## src/rtl/alu_mc_pkg.sv

```systemverilog
// alu_mc_pkg: opcodes, FSM state type and flag bundle shared by the alu_mc block.
// Optional feature macro: ALU_MC_MUL_EN (adds the MUL state when defined).
package alu_mc_pkg;

   localparam logic [3:0] OP_ADD = 4'h0;
   localparam logic [3:0] OP_ADC = 4'h1;
   localparam logic [3:0] OP_SUB = 4'h2;
   localparam logic [3:0] OP_SBC = 4'h3;
   localparam logic [3:0] OP_AND = 4'h4;
   localparam logic [3:0] OP_OR  = 4'h5;
   localparam logic [3:0] OP_XOR = 4'h6;
   localparam logic [3:0] OP_NOT = 4'h7;
   localparam logic [3:0] OP_LSR = 4'h8;
   localparam logic [3:0] OP_LSL = 4'h9;
   localparam logic [3:0] OP_ASR = 4'hA;
   localparam logic [3:0] OP_ROR = 4'hB;
   localparam logic [3:0] OP_MUL = 4'hC;

   typedef enum logic [1:0] {
      ST_IDLE  = 2'd0,
`ifdef ALU_MC_MUL_EN
      ST_MUL   = 2'd2,
`endif
      ST_SHIFT = 2'd1
   } state_t;

   typedef struct packed {
      logic z;
      logic n;
      logic c;
      logic v;
      logic bor;
   } flags_t;

   function automatic logic is_shift(input logic [3:0] op);
      return (op == OP_LSR) || (op == OP_LSL) || (op == OP_ASR) || (op == OP_ROR);
   endfunction

endpackage

```

## src/rtl/alu_mc_addsub.sv

```systemverilog
// alu_mc_addsub: combinational WIDTH-bit adder/subtractor with carry, overflow
// and borrow. Subtraction is a + ~b + ~bin, so the carry-out is ~borrow.
module alu_mc_addsub #(
   parameter int WIDTH = 8
) (
   input  logic [WIDTH-1:0] a,
   input  logic [WIDTH-1:0] b,
   input  logic             sub,
   input  logic             cin,
   output logic [WIDTH-1:0] sum,
   output logic             c,
   output logic             v,
   output logic             bor
);

   logic [WIDTH-1:0] bx;
   logic             cx;

   // Single adder serves both directions; overflow uses the effective b operand.
   always_comb begin
      bx       = sub ? ~b : b;
      cx       = sub ? ~cin : cin;
      {c, sum} = {1'b0, a} + {1'b0, bx} + {{WIDTH{1'b0}}, cx};
      v        = (a[WIDTH-1] == bx[WIDTH-1]) && (sum[WIDTH-1] != a[WIDTH-1]);
      bor      = sub & ~c;
   end

endmodule

```

## src/rtl/alu_mc.sv

```systemverilog
// alu_mc: multi-cycle ALU. Arithmetic/logic ops finish in one cycle, shifts move
// one bit per cycle, MUL is a WIDTH-step shift-and-add.
// Optional feature macro: ALU_MC_MUL_EN (undefined: opcode 1100 is reserved).
module alu_mc
   import alu_mc_pkg::*;
#(
   parameter int WIDTH = 8,
   parameter int SHW   = $clog2(WIDTH)
) (
   input  logic             clk,
   input  logic             rst,
   input  logic             in_valid,
   output logic             in_ready,
   input  logic [WIDTH-1:0] a,
   input  logic [WIDTH-1:0] b,
   input  logic             ext_cin,
   input  logic [3:0]       alu_op,
   output logic             out_valid,
   output logic [WIDTH-1:0] y,
   output logic             z,
   output logic             n,
   output logic             c,
   output logic             v,
   output logic             bor
);

   localparam logic [SHW:0] CNT_ONE = (SHW+1)'(1);

   state_t           state;
   logic [3:0]       op_q;
   logic [WIDTH-1:0] sh_q;
   logic [SHW:0]     cnt;
   flags_t           flg;

   logic [SHW-1:0]   shamt;
   logic [WIDTH-1:0] as_a, as_b, as_sum;
   logic             as_sub, as_cin, as_c, as_v, as_bor;
   logic [WIDTH-1:0] r_y;
   flags_t           r_f;
   logic [WIDTH-1:0] sh_nxt;
   logic             sh_out;

`ifdef ALU_MC_MUL_EN
   localparam logic [SHW:0] MUL_CYC = (SHW+1)'(WIDTH);
   logic [WIDTH-1:0] hi_q, lo_q, mcand_q;
   logic [WIDTH-1:0] hi_nxt, lo_nxt;
`endif

   assign shamt    = b[SHW-1:0];
   assign in_ready = (state == ST_IDLE) && !rst;
   assign z        = flg.z;
   assign n        = flg.n;
   assign c        = flg.c;
   assign v        = flg.v;
   assign bor      = flg.bor;

   // Shared adder operands: partial-sum add while multiplying, else the live request.
   always_comb begin
      as_a   = a;
      as_b   = b;
      as_sub = (alu_op == OP_SUB) || (alu_op == OP_SBC);
      as_cin = ((alu_op == OP_ADC) || (alu_op == OP_SBC)) ? ext_cin : 1'b0;
`ifdef ALU_MC_MUL_EN
      if (state == ST_MUL) begin
         as_a   = hi_q;
         as_b   = lo_q[0] ? mcand_q : '0;
         as_sub = 1'b0;
         as_cin = 1'b0;
      end
`endif
   end

   alu_mc_addsub #(.WIDTH(WIDTH)) u_addsub (
      .a   (as_a),
      .b   (as_b),
      .sub (as_sub),
      .cin (as_cin),
      .sum (as_sum),
      .c   (as_c),
      .v   (as_v),
      .bor (as_bor)
   );

   // Single-cycle result from the request being accepted (shift by 0 passes a through).
   always_comb begin
      r_y = '0;
      r_f = '0;
      case (alu_op)
         OP_ADD, OP_ADC, OP_SUB, OP_SBC: begin
            r_y     = as_sum;
            r_f.c   = as_c;
            r_f.v   = as_v;
            r_f.bor = as_bor;
         end
         OP_AND:                         r_y = a & b;
         OP_OR:                          r_y = a | b;
         OP_XOR:                         r_y = a ^ b;
         OP_NOT:                         r_y = ~a;
         OP_LSR, OP_LSL, OP_ASR, OP_ROR: r_y = a;
         default:                        r_y = '0;
      endcase
      r_f.z = (r_y == '0);
      r_f.n = r_y[WIDTH-1];
   end

   // One-bit shift step of the captured operand, plus the bit that falls out.
   always_comb begin
      sh_nxt = sh_q;
      sh_out = 1'b0;
      case (op_q)
         OP_LSR: begin sh_nxt = {1'b0, sh_q[WIDTH-1:1]};         sh_out = sh_q[0];       end
         OP_LSL: begin sh_nxt = {sh_q[WIDTH-2:0], 1'b0};         sh_out = sh_q[WIDTH-1]; end
         OP_ASR: begin sh_nxt = {sh_q[WIDTH-1], sh_q[WIDTH-1:1]}; sh_out = sh_q[0];       end
         OP_ROR: begin sh_nxt = {sh_q[0], sh_q[WIDTH-1:1]};       sh_out = sh_q[0];       end
         default: ;
      endcase
   end

`ifdef ALU_MC_MUL_EN
   // Shift-and-add step: {carry, sum} and the multiplier register shift right together.
   always_comb begin
      hi_nxt = {as_c, as_sum[WIDTH-1:1]};
      lo_nxt = {as_sum[0], lo_q[WIDTH-1:1]};
   end
`endif

   // Control FSM and result/flag registers; results hold until the next pulse.
   always_ff @(posedge clk) begin
      if (rst) begin
         state     <= ST_IDLE;
         op_q      <= '0;
         sh_q      <= '0;
         cnt       <= '0;
         y         <= '0;
         flg       <= '0;
         out_valid <= 1'b0;
`ifdef ALU_MC_MUL_EN
         hi_q      <= '0;
         lo_q      <= '0;
         mcand_q   <= '0;
`endif
      end else begin
         out_valid <= 1'b0;
         case (state)
            ST_IDLE: begin
               if (in_valid) begin
                  op_q <= alu_op;
                  if (is_shift(alu_op) && (shamt != '0)) begin
                     sh_q  <= a;
                     cnt   <= {1'b0, shamt};
                     state <= ST_SHIFT;
                  end
`ifdef ALU_MC_MUL_EN
                  else if (alu_op == OP_MUL) begin
                     hi_q    <= '0;
                     lo_q    <= b;
                     mcand_q <= a;
                     cnt     <= MUL_CYC;
                     state   <= ST_MUL;
                  end
`endif
                  else begin
                     y         <= r_y;
                     flg       <= r_f;
                     out_valid <= 1'b1;
                  end
               end
            end
            ST_SHIFT: begin
               sh_q <= sh_nxt;
               cnt  <= cnt - CNT_ONE;
               if (cnt == CNT_ONE) begin
                  y         <= sh_nxt;
                  flg       <= '{z: (sh_nxt == '0), n: sh_nxt[WIDTH-1], c: sh_out,
                                 v: 1'b0, bor: 1'b0};
                  out_valid <= 1'b1;
                  state     <= ST_IDLE;
               end
            end
`ifdef ALU_MC_MUL_EN
            ST_MUL: begin
               hi_q <= hi_nxt;
               lo_q <= lo_nxt;
               cnt  <= cnt - CNT_ONE;
               if (cnt == CNT_ONE) begin
                  y         <= lo_nxt;
                  flg       <= '{z: (lo_nxt == '0), n: lo_nxt[WIDTH-1], c: (hi_nxt != '0),
                                 v: 1'b0, bor: 1'b0};
                  out_valid <= 1'b1;
                  state     <= ST_IDLE;
               end
            end
`endif
            default: state <= ST_IDLE;
         endcase
      end
   end

endmodule

```

## config.mk

```make
export PLATFORM = sky130hd
export DESIGN_NAME = alu_mc
export DESIGN_NICKNAME = d
export VERILOG_FILES = /design/src/rtl/alu_mc_pkg.sv /design/src/rtl/alu_mc_addsub.sv /design/src/rtl/alu_mc.sv
export SDC_FILE = /design/constraint.sdc
export NUM_CORES = 1
export LEC_CHECK = 0
export ABC_CLOCK_PERIOD_IN_PS = 4700
export BUFFER_PORTS_ARGS = -buffer_cell sky130_fd_sc_hd__buf_2
export CAP_MARGIN = 15
export CORE_MARGIN = 4
export CORE_UTILIZATION = 55
export CTS_CLUSTER_DIAMETER = 50
export DETAILED_ROUTE_END_ITERATION = 8
export PLACE_DENSITY = 0.77
export SLEW_MARGIN = 20
export SYNTH_ARGS = -nofsm -noshare
export SYNTH_HDL_FRONTEND = slang
export SYNTH_SLANG_ARGS = --single-unit
```

## constraint.sdc

```tcl
create_clock -name clk -period 4.7 [get_ports clk]
set_clock_uncertainty 0.05 [all_clocks]
set_input_delay 0.94 -clock clk [delete_from_list [all_inputs] [get_ports clk]]
set_output_delay 0.94 -clock clk [all_outputs]
set_load 0.05 [all_outputs]
```

==> impl_summary.txt <==
----------------------------------------------------
[Placement]
  RD Place Congestion ... 0.952
  Dpl cell area ... just under 0.003 sq mm
  HPWL reported at the end of detailed placement ... 5400 microns
  Port Buffer Count ... 38

[Hold path]
  Hold Crit Start ... y[2]$_SDFFE_PP0P_
  Hold EP ... y[2]$_SDFFE_PP0P_
  Hold path cells ... 2
  Type of the tightest min-delay check ... flop to flop

[Critical path]
  Beginning of the critical path ... alu_op[3]
  Worst R2R Setup Slack ... between 2 and 2.5 ns
  Critical R2R Capture ... y[1]$_SDFFE_PP0P_
  Crit Path Category ... input port to flop
  CP Max Fanout ... 11
  Slowest stage cell, crit path ... fa_1
  Reg-to-Reg Start ... state[0]$_SDFFE_PP0P_
  Critical path capture point type ... flop
  Number of cell instances on the worst register-to-register path ... 6
  Critical path cell sequence ... buf_2 > nor2_1 > and2_1 > xnor2_1 > fa_1 > fa_1 > a21oi_1 > o211a_1 > xnor2_1 > a221oi_2 > nand4_1 > o32ai_1
  Data arrival time at the worst-slack endpoint ... 3.82 ns
  Element type at the critical path start ... input port
  Data required time at the worst endpoint ... between 4 and 5 ns
  Delay of the slowest critical-path stage ... 0.45 ns

[Floorplanning]
  Total number of placement rows ... 25
  Die outline area ... slightly above 0.006 sq mm
  Floorplan die height ... 78.3 microns
  Initial cell density of the core ... 0.571
  Die Span X ... 78.3 microns
  I/O pins ... 39
  CORE AREA ... around 0.0048 sq mm

[Clock tree]
  Post-CTS setup buffers ... 0
  Clock tree from TritonCTS ... built
  Clock transition time at the flip-flop clock pins of the worst setup and hold paths ... 0.06 ns
  CTS root buf ... clkbuf_8
  Total number of clock tree sinks ... 30
  TritonCTS Buffers ... 5
  Cts-stage hold buffer count ... 0
  Worst-skew pair later-pin latency ... 0.28 ns
  Maximum level of the CTS H-tree ... 2
  Gates resized, CTS repair ... 0
  Bufs on Longest Clock Path ... 2

[Power and ir drop]
  Maximum vdd drop ... 0.000103 V
  Power per standard cell area ... between 200 and 300 mW/mm^2
  Leakage power summed over all cells ... roughly 1.3 nW
  Total power ... 786 uW

[Logic synthesis]
  Part of the Yosys area used for sequential elements ... 0.221
  Post-synthesis instance total ... approximately 340
  Most instantiated flip-flop cell in the synthesis netlist ... dfxtp_1
  Asr flop ratio synth ... 0
  Count of flip-flops with a built-in enable after synthesis ... 0
  Mean instance size in the synthesized netlist ... roughly 8.0 sq um
  Post-synth design cell area ... about 0.0027 sq mm
  Seq cells post-synth ... 30
  Warnings, synthesis ... 0
  Nets in the synthesized netlist ... 389
  Library cells used by synthesis ... 58

[Detailed routing]
  Total wire length ... roughly 7000 microns
  Wirelength per Cell ... 16.2 microns
  Post-detailed-route via-to-cell ratio ... 5.96
  DRT Pass-1 Iters ... 4
  Count of vias placed by the detailed router ... between 2000 and 3000
  Number of DRC violations after detailed-routing iteration 0 ... around 190
  Number of nets with antenna violations after routing ... 0
  DR DRC count ... 0

[Cells and area]
  Non-Filler Cell Area, Final ... 0.00299 sq mm
  Most frequent standard cell in the layout excluding fill and tap cells ... buf_2
  Number of diodes added for antenna fixing ... 0
  Finished Core Util ... 0.628
  Area growth from synthesis to final layout ... 9.95%
  Layout Nets ... 414
  Leading cell types in the layout, fill and taps excluded ... buf_2 (38), nand2_1 (33), nor2_1 (32)
  Filler cell count in the final layout ... about 450
  Ratio of cells with drive above 1 in the final layout ... 0.165

[Timing]
  Final number of setup-violating endpoints ... 0
  Setup repair after global routing missed its margin ... no
  Worst slew slack as a fraction of its limit ... 0.514
  Worst slack on hold paths ... around 0.40 ns
  Hold violation count in the final report ... 0
  Final worst path period share ... 0.786
  Min Clock Period, post-route ... 3.69 ns
  Slew of the pin with the lowest slew margin ... 0.727 ns
  Total count of max-transition violations in the final report ... 0
  Setup Total Neg Slack ... 0 ns
  Maximum clock rate ... 271 MHz

[Outcome]
  Run status ... complete, no violations

[GRT]
  Antenna violations before repair ... 0
  Vias in the first global route ... 2512
  Overall fraction of global-route tracks in use ... 0.238
  Maximum number of pins on one net before global-route repair ... 33
  Wire length of the first global-routing pass ... ~12000 microns
  Overall overflow remaining after global route ... 0

[Flow run]
  Number of maximum-capacitance constraint violations ... 0

----------------------------------------------------
-- worst max path at each step --
stage	end	slack, ns	depth (start not counted)
finish	z$_SDFFE_PP0P_	1.01	12
global route	z$_SDFFE_PP0P_	0.81	12
CTS	z$_SDFFE_PP0P_	1.05	12
detailed placement	z$_SDFFE_PP0P_	0.77	12
global placement	y[5]$_SDFFE_PP0P_	0.82	11
floorplan	z$_SDFFE_PP0P_	0.82	13
-- metal layers --
layer  up-vias  GRT usage  share of wire
met4         0     0.0997          0.023
met1      1205      0.282           0.42
met2        84      0.417           0.49
li1       1260          -              -
met3        19     0.0482          0.069
met5         -          0              0
-- synth_stat cells (6+ instances only) --
master / count / area, sq um
ha_1: 25 / 313
nor2b_1: 6 / 37.5
clkbuf_1: 11 / 41.3
a21oi_1: 25 / 125
inv_1: 27 / 101
a211oi_1: 11 / 82.6
dfxtp_1: 30 / 601
o21ai_0: 6 / 30.0
buf_2: 7 / 35.0
nor3_1: 7 / 35.0
nor2_1: 32 / 120
xnor2_1: 10 / 87.6
mux4_2: 6 / 135
nand2_1: 33 / 124
mux2i_1: 10 / 100
o211ai_1: 6 / 45.0
-- state kept, by name, indices dropped and copies added (netlist names) --
signal,count
v,1
state,1
bor,1
y,8
z,1
cnt,4
c,1
sh_q,8
out_valid,1
op_q,4
-- cell families (layout without fill, tap and decap cells) --
group,Yosys count,count (layout),synth area share
xor gates and xnor gates,14,14,0.0451
DFF,30,30,0.221
buffers and inverters,52,78,0.0820
and+or+nand+nor,103,103,0.177
adders and majority gates,27,27,0.130
AOI/OAI and AO/OA,92,92,0.242
muxes,20,20,0.103
-- power by group --
part           leakage (nW)  internal, mW  switching [mW]
Sequential            0.246         0.273          0.0161
Clock                0.0482         0.118          0.0946
Combinational          1.03         0.108           0.176
-- through the flow --
step	cells	worst slack, ns
2_1_floorplan	338	0.821
3_3_place_gp	423	0.822
3_5_place_dp	423	0.767
4_1_cts	431	1.05
5_1_grt	431	0.810
6_report	431	1.01
-- critical path: cells and delay by family --
family / cells / cell delay, ns
buffers and inverters: 1 / 0.17
AOI/OAI and AO/OA: 4 / 0.91
adders and majority gates: 2 / 0.89
and+or+nand+nor: 3 / 0.69
xor gates and xnor gates: 2 / 0.22
-- area by class of cell --
cell class	count	area (sq um)	area share
Sequential cell	30	601	0.201
Tap cell	67	83.8	0.0281
Timing Repair Buffer	40	205	0.0687
Clock inverter	1	5.00	0.00168
Clock buffer	7	86.3	0.0289
Inverter	30	113	0.0377
Multi-Input combinational cell	256	1890	0.634
(Power assumes the default switching activity.)
